$ cat config.mk
export PLATFORM = sky130hd
export DESIGN_NAME = vec_player_flat
export DESIGN_NICKNAME = d
export VERILOG_FILES = /design/src/rtl/vec_player_if.sv /design/src/rtl/vec_player.sv /design/src/flat_wrapper.sv
export SDC_FILE = /design/constraint.sdc
export NUM_CORES = 1
export LEC_CHECK = 0
export CORE_MARGIN = 2
export CORE_UTILIZATION = 40
export DETAILED_ROUTE_END_ITERATION = 7
export PLACE_DENSITY = 0.6
export SLEW_MARGIN = 10
export SYNTH_ARGS = -nofsm -noshare
export SYNTH_HDL_FRONTEND = slang
export SYNTH_SLANG_ARGS = --single-unit
$ cat constraint.sdc
create_clock -name clk -period 9 [get_ports clk]
set_clock_uncertainty 0.1 [all_clocks]
set_input_delay 0.9 -clock clk [delete_from_list [all_inputs] [get_ports clk]]
set_output_delay 0.9 -clock clk [all_outputs]
set_load 0.01 [all_outputs]
$ cat src/rtl/vec_player_if.sv
// Signal bundle between a test controller and vec_player: vector-memory write port,
// playback control, the DUT stimulus/response loop and playback status.
interface vec_player_if #(
  parameter int IN_W  = 15,
  parameter int OUT_W = 34,
  parameter int DEPTH = 16,
  parameter int CNT_W = 8
);
   localparam int AW = $clog2(DEPTH);

   logic             wr_en;
   logic [AW-1:0]    wr_addr;
   logic [IN_W-1:0]  wr_stim;
   logic [OUT_W-1:0] wr_exp;
   logic [OUT_W-1:0] wr_mask;
   logic             start;
   logic             abort;
   logic [AW:0]      num_vec;
   logic             loop_en;
   logic [OUT_W-1:0] dut_resp;
   logic [IN_W-1:0]  stim_out;
   logic [AW-1:0]    vec_idx;
   logic             busy;
   logic             done;
   logic [CNT_W-1:0] err_count;
   logic             err_flag;
   logic [AW-1:0]    first_err_idx;

   modport master (
      output wr_en, wr_addr, wr_stim, wr_exp, wr_mask,
      output start, abort, num_vec, loop_en, dut_resp,
      input  stim_out, vec_idx, busy, done, err_count, err_flag, first_err_idx
   );

   modport slave (
      input  wr_en, wr_addr, wr_stim, wr_exp, wr_mask,
      input  start, abort, num_vec, loop_en, dut_resp,
      output stim_out, vec_idx, busy, done, err_count, err_flag, first_err_idx
   );
endinterface

$ cat src/rtl/vec_player.sv
// Vector player: drives stored stimulus words to a DUT, holds each for HOLD cycles and
// compares the masked response against the stored expected word on the last hold cycle.
module vec_player #(
  parameter int IN_W  = 15,
  parameter int OUT_W = 34,
  parameter int DEPTH = 16,
  parameter int HOLD  = 1,
  parameter int CNT_W = 8
) (
  input logic        clk,
  input logic        rst_n,
  vec_player_if.slave bus
);
   localparam int AW = $clog2(DEPTH);
   localparam int HW = (HOLD > 1) ? $clog2(HOLD) : 1;
   localparam logic [AW:0]   DEPTH_V  = (AW+1)'(DEPTH);
   localparam logic [HW-1:0] HOLD_MAX = HW'(HOLD - 1);

   typedef enum logic [1:0] {IDLE, RUN, DONE} state_t;

   state_t           state;
   logic [IN_W-1:0]  mem_stim [DEPTH];
   logic [OUT_W-1:0] mem_exp  [DEPTH];
   logic [OUT_W-1:0] mem_mask [DEPTH];

   logic [IN_W-1:0]  stim_q;
   logic [AW-1:0]    vec_idx_q, last_q, first_err_q;
   logic [HW-1:0]    hold_q;
   logic [CNT_W-1:0] err_cnt_q;
   logic             busy_q, done_q, err_flag_q, loop_q;

   logic [AW:0]      n_clamp, n_m1;
   logic [AW-1:0]    next_idx;
   logic             mismatch, hold_last, vec_last;

   // NOTE: the vector memory has no reset; clearing it would turn the array into
   // flops and buys nothing, since unwritten entries are undefined by intent.
   always_ff @(posedge clk) begin
      if (bus.wr_en && !busy_q) begin
         mem_stim[bus.wr_addr] <= bus.wr_stim;
         mem_exp[bus.wr_addr]  <= bus.wr_exp;
         mem_mask[bus.wr_addr] <= bus.wr_mask;
      end
   end

   // NOTE: every always_comb output gets a default first so no latch can be inferred.
   always_comb begin
      n_clamp   = (bus.num_vec > DEPTH_V) ? DEPTH_V : bus.num_vec;
      n_m1      = n_clamp - 1'b1;
      mismatch  = |((bus.dut_resp ^ mem_exp[vec_idx_q]) & mem_mask[vec_idx_q]);
      hold_last = (hold_q == HOLD_MAX);
      vec_last  = (vec_idx_q == last_q);
      next_idx  = vec_last ? '0 : vec_idx_q + 1'b1;
   end

   // NOTE: sequential state uses non-blocking assignments only, so every register
   // samples the pre-edge values regardless of statement order.
   always_ff @(posedge clk or negedge rst_n) begin
      if (!rst_n) begin
         state       <= IDLE;
         stim_q      <= '0;
         vec_idx_q   <= '0;
         last_q      <= '0;
         first_err_q <= '0;
         hold_q      <= '0;
         err_cnt_q   <= '0;
         busy_q      <= 1'b0;
         done_q      <= 1'b0;
         err_flag_q  <= 1'b0;
         loop_q      <= 1'b0;
      end else begin
         case (state)
            IDLE, DONE: begin
               if (bus.start) begin
                  err_cnt_q   <= '0;
                  err_flag_q  <= 1'b0;
                  first_err_q <= '0;
                  loop_q      <= bus.loop_en;
                  last_q      <= n_m1[AW-1:0];
                  hold_q      <= '0;
                  if (n_clamp == '0) begin
                     state  <= DONE;
                     done_q <= 1'b1;
                  end else begin
                     state     <= RUN;
                     busy_q    <= 1'b1;
                     done_q    <= 1'b0;
                     vec_idx_q <= '0;
                     stim_q    <= mem_stim[0];
                  end
               end
            end
            RUN: begin
               // The compare of the final hold cycle still counts when abort arrives with it.
               if (hold_last && mismatch) begin
                  if (err_cnt_q != {CNT_W{1'b1}}) err_cnt_q <= err_cnt_q + 1'b1;
                  if (!err_flag_q) first_err_q <= vec_idx_q;
                  err_flag_q <= 1'b1;
               end
               if (bus.abort) begin
                  state  <= IDLE;
                  busy_q <= 1'b0;
                  hold_q <= '0;
               end else if (hold_last) begin
                  hold_q <= '0;
                  if (vec_last && !loop_q) begin
                     state  <= DONE;
                     busy_q <= 1'b0;
                     done_q <= 1'b1;
                  end else begin
                     vec_idx_q <= next_idx;
                     stim_q    <= mem_stim[next_idx];
                  end
               end else begin
                  hold_q <= hold_q + 1'b1;
               end
            end
            default: state <= IDLE;
         endcase
      end
   end

   assign bus.stim_out      = stim_q;
   assign bus.vec_idx       = vec_idx_q;
   assign bus.busy          = busy_q;
   assign bus.done          = done_q;
   assign bus.err_count     = err_cnt_q;
   assign bus.err_flag      = err_flag_q;
   assign bus.first_err_idx = first_err_q;
endmodule

$ cat src/flat_wrapper.sv
// flat-port wrapper written by rule: the top's interface ports become plain ports
module vec_player_flat 
#(
  parameter int IN_W  = 15,
  parameter int OUT_W = 34,
  parameter int DEPTH = 16,
  parameter int HOLD  = 1,
  parameter int CNT_W = 8
)
  (clk, rst_n, bus_wr_en, bus_wr_addr, bus_wr_stim, bus_wr_exp, bus_wr_mask, bus_start, bus_abort, bus_num_vec, bus_loop_en, bus_dut_resp, bus_stim_out, bus_vec_idx, bus_busy, bus_done, bus_err_count, bus_err_flag, bus_first_err_idx);
  vec_player_if #(.IN_W(IN_W), .OUT_W(OUT_W), .DEPTH(DEPTH), .CNT_W(CNT_W)) bus_i ();
  input logic clk;
  input logic rst_n;
  input wire logic [$bits(bus_i.wr_en)-1:0] bus_wr_en;
  input wire logic [$bits(bus_i.wr_addr)-1:0] bus_wr_addr;
  input wire logic [$bits(bus_i.wr_stim)-1:0] bus_wr_stim;
  input wire logic [$bits(bus_i.wr_exp)-1:0] bus_wr_exp;
  input wire logic [$bits(bus_i.wr_mask)-1:0] bus_wr_mask;
  input wire logic [$bits(bus_i.start)-1:0] bus_start;
  input wire logic [$bits(bus_i.abort)-1:0] bus_abort;
  input wire logic [$bits(bus_i.num_vec)-1:0] bus_num_vec;
  input wire logic [$bits(bus_i.loop_en)-1:0] bus_loop_en;
  input wire logic [$bits(bus_i.dut_resp)-1:0] bus_dut_resp;
  output wire logic [$bits(bus_i.stim_out)-1:0] bus_stim_out;
  output wire logic [$bits(bus_i.vec_idx)-1:0] bus_vec_idx;
  output wire logic [$bits(bus_i.busy)-1:0] bus_busy;
  output wire logic [$bits(bus_i.done)-1:0] bus_done;
  output wire logic [$bits(bus_i.err_count)-1:0] bus_err_count;
  output wire logic [$bits(bus_i.err_flag)-1:0] bus_err_flag;
  output wire logic [$bits(bus_i.first_err_idx)-1:0] bus_first_err_idx;
  assign bus_i.wr_en = bus_wr_en;
  assign bus_i.wr_addr = bus_wr_addr;
  assign bus_i.wr_stim = bus_wr_stim;
  assign bus_i.wr_exp = bus_wr_exp;
  assign bus_i.wr_mask = bus_wr_mask;
  assign bus_i.start = bus_start;
  assign bus_i.abort = bus_abort;
  assign bus_i.num_vec = bus_num_vec;
  assign bus_i.loop_en = bus_loop_en;
  assign bus_i.dut_resp = bus_dut_resp;
  assign bus_stim_out = bus_i.stim_out;
  assign bus_vec_idx = bus_i.vec_idx;
  assign bus_busy = bus_i.busy;
  assign bus_done = bus_i.done;
  assign bus_err_count = bus_i.err_count;
  assign bus_err_flag = bus_i.err_flag;
  assign bus_first_err_idx = bus_i.first_err_idx;
  vec_player #(.IN_W(IN_W), .OUT_W(OUT_W), .DEPTH(DEPTH), .HOLD(HOLD), .CNT_W(CNT_W)) u_core (.clk(clk), .rst_n(rst_n), .bus(bus_i));
endmodule
==> metrics.yaml, run 1 <==
ant_nets: 0
min_path_type: "in -> async"
avgSynthCellArea_um2: 18.9
cts_resized: 0
ir_worst_vdd_v: 0.000230
synthArstFlopShare_pct: 2.99
regArea_um2: 40900
fillers: 11200
fin_nets: 3206
rsz0062_at_grt: "false"
finalCritPeriodShare_pct: 57.8
switching_share_pct: 28.1
port_buffers: 165
finalMaxSlewViolations: 0
clock-sinks: 1369
slew_headroom_pct: 19.8
setup_viol: 0
finalNonFillerCells: 4958
fp-row-count: 134
grt_pass1_wl_um: 194000
cts.path.max_buffers: 3
drive_gt1_share_pct: 16.9
placed_area_um2: 57700
clkPwrFrac_pct: 33.8
core_um2: 134000
min_period_ns: 5.20
io_pins: 166
cts_buffers: 143
seq_area_frac_synth_pct: 75.6
grt_max_degree: 132
die_w_um: 372
routedWlPerCell_um: 26.9
yosys_register_bits: 1369
overflow: 0
syn_to_final_growth_pct: 15.0
hpwl_um: 74400
leakage_nw: 19.5
hold_buffers: 0
synthDistinctLibCells: 78
start_util_pct: 40.4
postSynthCellCount: 2859
synth_edf_count: 1328
ys.flop_type: "edfxtp_1"
cts-root-buf: "clkbuf_16"
antenna_found_initial: 18
dieArea_um2: 138000
dieHeight_um: 372
hold_slack_ns: 0.130
hold_violations: 0
cp_max_fo: 108
pwr-share-comb_pct: 22.8
endpoint_kind: "flip-flop"
startpoint_type: "flip-flop"
num_vias: 27600
crit_type: "reg -> reg"
post-cts-setup-buffers: 0
drc: 0
wl_um: 134000
critical_path_arrival_ns: 5.72
htree_levels: 4
drt_iter0_drc: 2765
multi_input_area_um2: 12300
clk_pin_slew_ns: 0.06
mappedNetlistNets: 2994
gp_congestion: 0.760
grt_pass1_vias: 28100
final.setup.tns_ns: 0
maxCapViolCount: 0
pwr_density_cell_nw_per_um2: 271
p_int_w: 0.0121
p_sw_w: 0.00474
dp_cells: 4694
status: "finished, final reports clean"
avgViaCountPerCell: 5.56
final_core_util_pct: 46.5
cp_data_required_time_ns: 9.52
clk_latency_ns: 0.77
fmax_ghz: 0.192
syn-cell-area_um2: 54100
yosysWarnings: 0
track_usage_pct: 19.4
tightest_slew_ns: 1.20
tritoncts: "done"
seqPwrFrac_pct: 43.3
finalInstanceArea_um2: 62200
first_pass_iters: 7
[per-stage QoR]
stage,power [W],setup WS [ns]
global route,0.0176,3.50
global placement,0.0113,3.88
floorplan,0.0102,1.17
CTS,0.0171,3.82
detailed placement,0.0114,3.85
finish,0.0169,3.80
[power by group through the flow]
stage | logic, W | registers, W | clock network [W]
2_1_floorplan | 0.00284 | 0.00738 | 0
3_3_place_gp | 0.00389 | 0.00744 | 0
3_5_place_dp | 0.00390 | 0.00745 | 0
4_1_cts | 0.00392 | 0.00731 | 0.00583
5_1_grt | 0.00418 | 0.00733 | 0.00606
6_report | 0.00385 | 0.00731 | 0.00571
[sequential cells by signal, summed over array words and instances, names as in the netlist, 2 cells and up]
name	flops
u_core.last_q	4
u_core.mem_stim	240
u_core.mem_exp	544
u_core.bus.stim_out	15
u_core.bus.err_count	8
u_core.mem_mask	544
u_core.state	2
u_core.bus.vec_idx	4
u_core.bus.first_err_idx	4
[Yosys cell counts (13+ instances only)]
cell / number / share of area, %
nor3_1: 25 / 0.23
nand2_1: 143 / 0.99
and2_1: 30 / 0.35
buf_6: 15 / 0.31
clkbuf_1: 65 / 0.45
inv_1: 15 / 0.10
or3_1: 66 / 0.76
a31oi_1: 47 / 0.54
nand3_1: 38 / 0.35
buf_1: 14 / 0.097
dfrtp_1: 41 / 1.9
mux2_2: 31 / 0.65
mux2i_1: 94 / 1.7
a211oi_1: 35 / 0.49
xor2_1: 130 / 2.1
o21ai_0: 101 / 0.93
a22oi_1: 29 / 0.40
o221ai_1: 13 / 0.21
mux4_2: 196 / 8.2
nor2_1: 31 / 0.22
o211ai_1: 40 / 0.56
buf_2: 31 / 0.29
edfxtp_1: 1328 / 74
a21oi_1: 33 / 0.31
buf_4: 26 / 0.36
nand2b_1: 16 / 0.19
o22ai_1: 15 / 0.17
xnor2_1: 37 / 0.60
a221oi_1: 24 / 0.39
[layout by cell type, fill, tap and decap left out, drive strengths merged, types with 32 or more instances in the layout]
cell	instances
a211oi	35
a21oi	33
a31oi	47
and2	32
buf	61
clkbuf	180
clkdlybuf4s50	164
clkinv	59
dfrtp	41
edfxtp	1328
mux2	38
mux2i	95
mux4	196
nand2	143
nand3	38
nor2	32
o211ai	40
o21ai	103
or3	66
xnor2	37
xor2	130
[worst max-delay path, stage by stage, from the launching register on]
cell and delay (ns):
dfrtp_4 0.84, buf_12 0.56, buf_4 0.47, mux2_2 0.38, a311oi_1 0.29, and4b_1 0.38
o211ai_1 0.14, nor4_1 0.56, o211ai_1 0.33, a21o_1 0.38, nand2_1 0.28, o32ai_1 0.11
[logic make-up after synthesis]
logic type                 Yosys count  synth area share [%]
DFF                               1369                  75.6
and+or+nand+nor                    425                  4.11
AOI/OAI and AO/OA                  390                  4.89
muxes                              329                  10.8
buffers and inverters              176                  1.83
xor gates and xnor gates           167                  2.70
adders and majority gates            3                0.0694
[per-layer routing]
layer | track usage [%] | share of wire (%) | up-vias | wire (um)
met5 | 0 | 0.067 | - | 90
met4 | 5.71 | 2.3 | 16 | 3030
met3 | 4.23 | 7.1 | 199 | 9510
met2 | 30.6 | 47 | 914 | 63300
met1 | 27.2 | 43 | 14400 | 57600
li1 | - | - | 12000 | -
[final timing paths]
check                                       start                           to  slack, ns  cells after the start
setup reg to reg            u_core.bus.vec_idx[0]  u_core.bus.first_err_idx[0]       3.80                     11
hold / removal                              rst_n      u_core.bus.stim_out[12]       0.13                      2
max in group asynchronous                   rst_n        u_core.bus.vec_idx[1]       8.13                      2
hold reg to reg            u_core.bus.stim_out[0]       u_core.bus.stim_out[0]       0.37                      2
min in group clk           u_core.bus.stim_out[0]       u_core.bus.stim_out[0]       0.37                      2
setup / recovery            u_core.bus.vec_idx[0]  u_core.bus.first_err_idx[0]       3.80                     11
[area by class of cell]
cell class,instances,share of cell area [%]
sequential,1369,65.8
multi-input combinational,1314,19.8
clock buffer,180,6.09
timing repair buffer,225,3.45
antenna,5,0.0201
tap,1768,3.56
clock inverter,79,1.19
inverter,18,0.109
Note: power is estimated with default switching activity, not from simulation.
==> run 2, diff against run 1 <==
Clock period 9 ns to 4.9 ns, I/O delays scaled along.
==> metrics.yaml, run 2 (same netlist as run 1, synthesis figures left out) <==
status: "finished, final reports clean"
tightest_slew_ns: 1.19  # -0.00431 ns
hold_slack_ns: 0.0530  # -0.0774 ns
tritoncts: "done"
cpPeakStageDelay_ns: 0.81  # -0.03 ns
grt_pass1_wl_um: 200000  # +3.5%
hold_violations: 0  # unchanged
wl_um: 138000  # +3.3%
r2r-end: "u_core.bus.first_err_idx[3]"
avgViaCountPerCell: 5.68  # +2.3%
slew_headroom_pct: 20.3  # +0.53 points
drive_gt1_share_pct: 17.7  # +0.84 points
pwr_density_cell_nw_per_um2: 495  # +82%
num_vias: 28500  # +3.3%
port_buffers: 165  # unchanged
cp_data_required_time_ns: 5.42  # -4.10 ns
critical_path_arrival_ns: 5.18  # -0.54 ns
fp-row-count: 134  # unchanged
io_pins: 166  # unchanged
syn_to_final_growth_pct: 16.1
clk_pin_slew_ns: 0.06  # about the same
ant_nets: 0  # unchanged
drc: 0  # unchanged
routedWlPerCell_um: 27.5  # +2.3%
critPathTopFamily: "simple AND/OR/NAND/NOR gates"
crit_cells: 12  # +1
maxCapViolCount: 0  # unchanged
dieArea_um2: 138000  # unchanged
cp_max_fo: 33  # -69%
finalMaxSlewViolations: 0  # unchanged
startpoint_type: "flip-flop"
grt_pass1_vias: 29200  # +3.6%
min_path_type: "in -> async"
endpoint_kind: "flip-flop"
drt_iter0_drc: 2732  # -1.2%
cts.path.max_buffers: 3  # unchanged
gp_congestion: 0.787  # +3.5%
core_um2: 134000  # unchanged
first_pass_iters: 8  # +1
final_cell_mix: "1328 x edfxtp_1, 196 x mux4_2, 164 x clkdlybuf4s50_1, 145 x clkbuf_16, 143 x nand2_1"
dieHeight_um: 372  # unchanged
antenna_found_initial: 28  # +10
cts_buffers: 144  # +0.70%
final.setup.tns_ns: 0  # unchanged
grt_max_degree: 84  # -36%
crit_type: "reg -> reg"
die_w_um: 372  # unchanged
finalCritPeriodShare_pct: 95.1  # +37 points
hpwl_um: 79700  # +7.1%
min_period_ns: 4.66  # -0.538 ns
start_util_pct: 40.4  # unchanged
layout_commonest_cell: "edfxtp_1"
largestRegisters: "u_core.mem_exp (544), u_core.mem_mask (544), u_core.mem_stim (240)"
overflow: 0  # unchanged
fin_nets: 3256  # +1.6%
r2r-start: "u_core.bus.vec_idx[0]"
setup_viol: 0  # unchanged
rrSetupSlack_ns: 0.24  # -3.56 ns
fmax_ghz: 0.215  # +12%
htree_levels: 4  # unchanged
reg2regPathDepth: 12  # +1
ir_worst_vdd_v: 0.000442  # +92%
clk_latency_ns: 0.77  # about the same
critical_path_buf_inv_count: 2  # unchanged
cts-root-buf: "clkbuf_16"
track_usage_pct: 20.0  # +0.60 points
path_cells: "buf_12 -> buf_4 -> mux2i_1 -> a22oi_1 -> and4b_1 -> a311oi_1 -> nand4_1 -> nor4_1 -> o211ai_1 -> a21o_1 -> nand2_1 -> o32ai_1"
slowest_stage: "dfrtp_4"
leakage_nw: 19.8  # +1.3%
clock-sinks: 1369  # unchanged
rsz0062_at_grt: "false"
==> run 2: cell types whose count changed in the layout (fill, tap and decap cells not counted), sizes merged <==
cell and delta:
bufinv -6, clkinv -3, clkinvlp -2, inv +4
clkbuf +5, buf +48, dlygate4sd3 +1, diode +1
==> run 2: layer usage <==
| layer | track usage, % | wire [um] | up-vias |
|---|---|---|---|
| li1 | - | - | 12100 |
| met5 | 0 | 208 | - |
| met1 | 27.7 | 59400 | 15000 |
| met2 | 31.8 | 65900 | 1001 |
| met4 | 6.34 | 3490 | 32 |
| met3 | 4.10 | 8880 | 250 |
==> run 2: cell type report <==
class,count,area (um2)
Inverter,18,67.6
Tap cell,1768,2210
Multi-Input combinational cell,1314,12400
Clock buffer,185,3800
Timing Repair Buffer,274,2890
Fill cell,11100,71000
Sequential cell,1369,40900
Clock inverter,72,520
Antenna cell,6,15.0
==> run 2: worst max-delay path by stage <==
stage,startpoint,to,slack [ns]
final,u_core.bus.vec_idx[0],u_core.bus.first_err_idx[3],0.24
after global routing,u_core.bus.vec_idx[0],u_core.bus.first_err_idx[0],0.006
after CTS,u_core.bus.vec_idx[0],u_core.bus.first_err_idx[0],0.30
after detailed placement,u_core.bus.vec_idx[0],u_core.bus.first_err_idx[0],0.35
after global placement,u_core.bus.vec_idx[0],u_core.bus.first_err_idx[0],0.39
after floorplan,u_core.bus.busy,u_core.mem_exp[6][0],-0.35
==> run 2: what timing repair did <==
item | 4_1_cts | 5_1_grt
hold buffers | 1 | 0
hold endpoints to repair | 41 | 0
gates resized for setup | 0 | 0
buffers inserted | 0 | 0
==> run 2: per-stage QoR <==
step                      utilization [%]  worst slack [ns]  instances  total power, W  area (um2)
final                                46.9             0.239       5006          0.0311       62800
after floorplan                         -            -0.346       2859          0.0188       54100
after global placement               43.7             0.394       4742          0.0212       58400
after detailed placement             43.7             0.350       4742          0.0213       58400
after global routing                 46.9           0.00637       5004          0.0323       62800
after CTS                            46.9             0.301       5000          0.0313       62800
==> run 2: power breakdown <==
group / leakage, nW / total, W / internal, W / switching [W]
clock network: 2.11 / 0.0101 / 0.00570 / 0.00441
registers: 12.5 / 0.0134 / 0.0132 / 0.000249
logic: 5.20 / 0.00756 / 0.00340 / 0.00416
==> run 3, diff against run 2 <==
Settings changed: CORE_MARGIN 2 to default.
==> metrics.yaml, run 3 (same netlist as run 1, synthesis figures left out) <==
post-cts-setup-buffers: 0  # unchanged
cp_max_fo: 24  # -27%
fin_nets: 3259  # +0.092%
ant_nets: 0  # unchanged
seqPwrFrac_pct: 42.2  # -0.9 points
tightest_slew_ns: 1.13  # -0.0649 ns
num_vias: 28500  # +0.17%
io_pins: 166  # unchanged
antenna_found_initial: 17  # -39%
cts-root-buf: "clkbuf_16"
layout_commonest_cell: "edfxtp_1"
grt_pass1_wl_um: 202000  # +0.73%
hpwl_um: 81600  # +2.4%
die_w_um: 370  # -0.54%
hold_buffers: 1  # unchanged
overflow: 0  # unchanged
endpoint_kind: "flip-flop"
core_um2: 134000  # unchanged
pwr-share-comb_pct: 23.9  # -0.4 points
violations: "DRC"
finalMaxSlewViolations: 0  # unchanged
start_util_pct: 40.4  # unchanged
cts_resized: 0  # unchanged
placed_area_um2: 58500  # +0.14%
clock-sinks: 1369  # unchanged
setup_viol: 0  # unchanged
syn_to_final_growth_pct: 16.9
finalInstanceArea_um2: 63200  # +0.73%
path_cells: "nand2_1 -> buf_12 -> nor3_1 -> nor4b_1 -> a2111oi_0 -> o21ai_0 -> o32ai_1 -> o211ai_1 -> buf_4 -> a21o_1 -> nand2_1 -> o32ai_1"
avgViaCountPerCell: 5.69  # about the same
leakage_nw: 20.0  # +1.1%
status: "finished with violations"
cpPeakStageDelay_ns: 0.75  # -0.06 ns
final_cell_mix: "1328 x edfxtp_1, 196 x mux4_2, 164 x clkdlybuf4s50_1, 147 x clkbuf_16, 143 x nand2_1"
critical_path_buf_inv_count: 2  # unchanged
slowest_stage: "dfrtp_2"
grt_pass1_vias: 29000  # -0.56%
largestRegisters: "u_core.mem_exp (544), u_core.mem_mask (544), u_core.mem_stim (240)"
finalNonFillerCells: 5013  # +0.14%
fin_ws_ns: 0.512  # +0.273 ns
critPathTopFamily: "compound AO/OA/AOI/OAI gates"
cts_buffers: 142  # -1.4%
fmax_ghz: 0.228  # +6.2%
startpoint_type: "flip-flop"
fp-row-count: 134  # unchanged
final_core_util_pct: 47.3  # +0.34 points
wl_um: 139000  # +0.55%
min_path_type: "in -> async"
cts.path.max_buffers: 3  # unchanged
drt_iter0_drc: 2862  # +4.8%
tritoncts: "done"
routedWlPerCell_um: 27.7  # +0.41%
hold_violations: 0  # unchanged
drc: 20  # +20
rsz0062_at_grt: "false"
ir_worst_vdd_v: 0.000384  # -13%
fillers: 11000  # -0.73%
dp_cells: 4746  # +0.084%
min_period_ns: 4.39  # -0.273 ns
gp_congestion: 0.789  # +0.25%
critical_path_arrival_ns: 4.90  # -0.28 ns
clkPwrFrac_pct: 33.9  # +1.4 points
grt_max_degree: 84  # unchanged
first_pass_iters: 7  # -1
p_int_w: 0.0229  # +2.9%
dieArea_um2: 137000  # -1.1%
clk_pin_slew_ns: 0.06  # about the same
place_ws_ns: 0.554  # +0.204 ns
maxCapViolCount: 0  # unchanged
switching_share_pct: 28.0  # -0.43 points
power_w: 0.0318  # +2.3%
port_buffers: 165  # unchanged
track_usage_pct: 20.4  # +0.40 points
finalCritPeriodShare_pct: 89.6  # -5.6 points
slew_headroom_pct: 24.7  # +4.4 points
drive_gt1_share_pct: 18.4  # +0.72 points
p_sw_w: 0.00888  # +0.70%
clk_latency_ns: 0.77  # about the same
htree_levels: 4  # unchanged
crit_type: "reg -> reg"
cp_data_required_time_ns: 5.41  # about the same
pwr_density_cell_nw_per_um2: 502  # +1.5%
dieHeight_um: 370  # -0.54%
## run 3: changes by cell type in the layout (fill, tap and decap cells not counted), moves of 3 or more
cell,change
buf_12,+5
clkbuf_8,+3
clkinv_2,+9
bufinv_16,+10
diode_2,+3
clkbuf_1,-8
clkinv_8,+4
inv_6,-7
clkinv_1,-12
## run 3: power groups by stage
stage / combinational, W / sequential (W) / clock, W
after floorplan: 0.00522 / 0.0136 / 0
after global placement: 0.00753 / 0.0136 / 0
after detailed placement: 0.00763 / 0.0136 / 0
after CTS: 0.00766 / 0.0134 / 0.0110
after global routing: 0.00816 / 0.0134 / 0.0114
final: 0.00760 / 0.0134 / 0.0108
## run 3: metal layers
metal  global-route usage [%]  routed length (um)
met5                        0                  77
met4                     5.72                3070
met3                     3.85                8830
met2                     33.1               67500
met1                     28.2               59200
## run 3: final cells by class
| class | count | area [um2] | area share (%) |
|---|---|---|---|
| Antenna cell | 9 | 22.5 | 0.0356 |
| Clock buffer | 182 | 3860 | 6.10 |
| Clock inverter | 74 | 808 | 1.28 |
| Inverter | 18 | 67.6 | 0.107 |
| Multi-Input combinational cell | 1314 | 12400 | 19.5 |
| Sequential cell | 1369 | 40900 | 64.7 |
| Tap cell | 1768 | 2210 | 3.50 |
| Timing Repair Buffer | 279 | 2990 | 4.73 |
## run 3: final timing paths
path	to	cells past startpoint	slack, ns	startpoint
min reg2reg	u_core.bus.stim_out[14]	2	0.38	u_core.bus.stim_out[14]
max in group asynchronous	u_core.bus.vec_idx[1]	3	3.65	rst_n
min	u_core.bus.stim_out[13]	2	0.24	rst_n
max reg2reg	u_core.bus.first_err_idx[1]	12	0.51	u_core.bus.vec_idx[2]
min in group clk	u_core.loop_q	3	0.28	bus_loop_en
max	u_core.bus.first_err_idx[1]	12	0.51	u_core.bus.vec_idx[2]
## run 3: per-stage QoR
stage | hold WS [ns] | setup TNS [ns]
after floorplan | 0.0944 | -117.21
after global placement | 0.366 | 0
after detailed placement | 0.375 | 0
after CTS | 0.235 | 0
after global routing | 0.242 | 0
final | 0.237 | 0
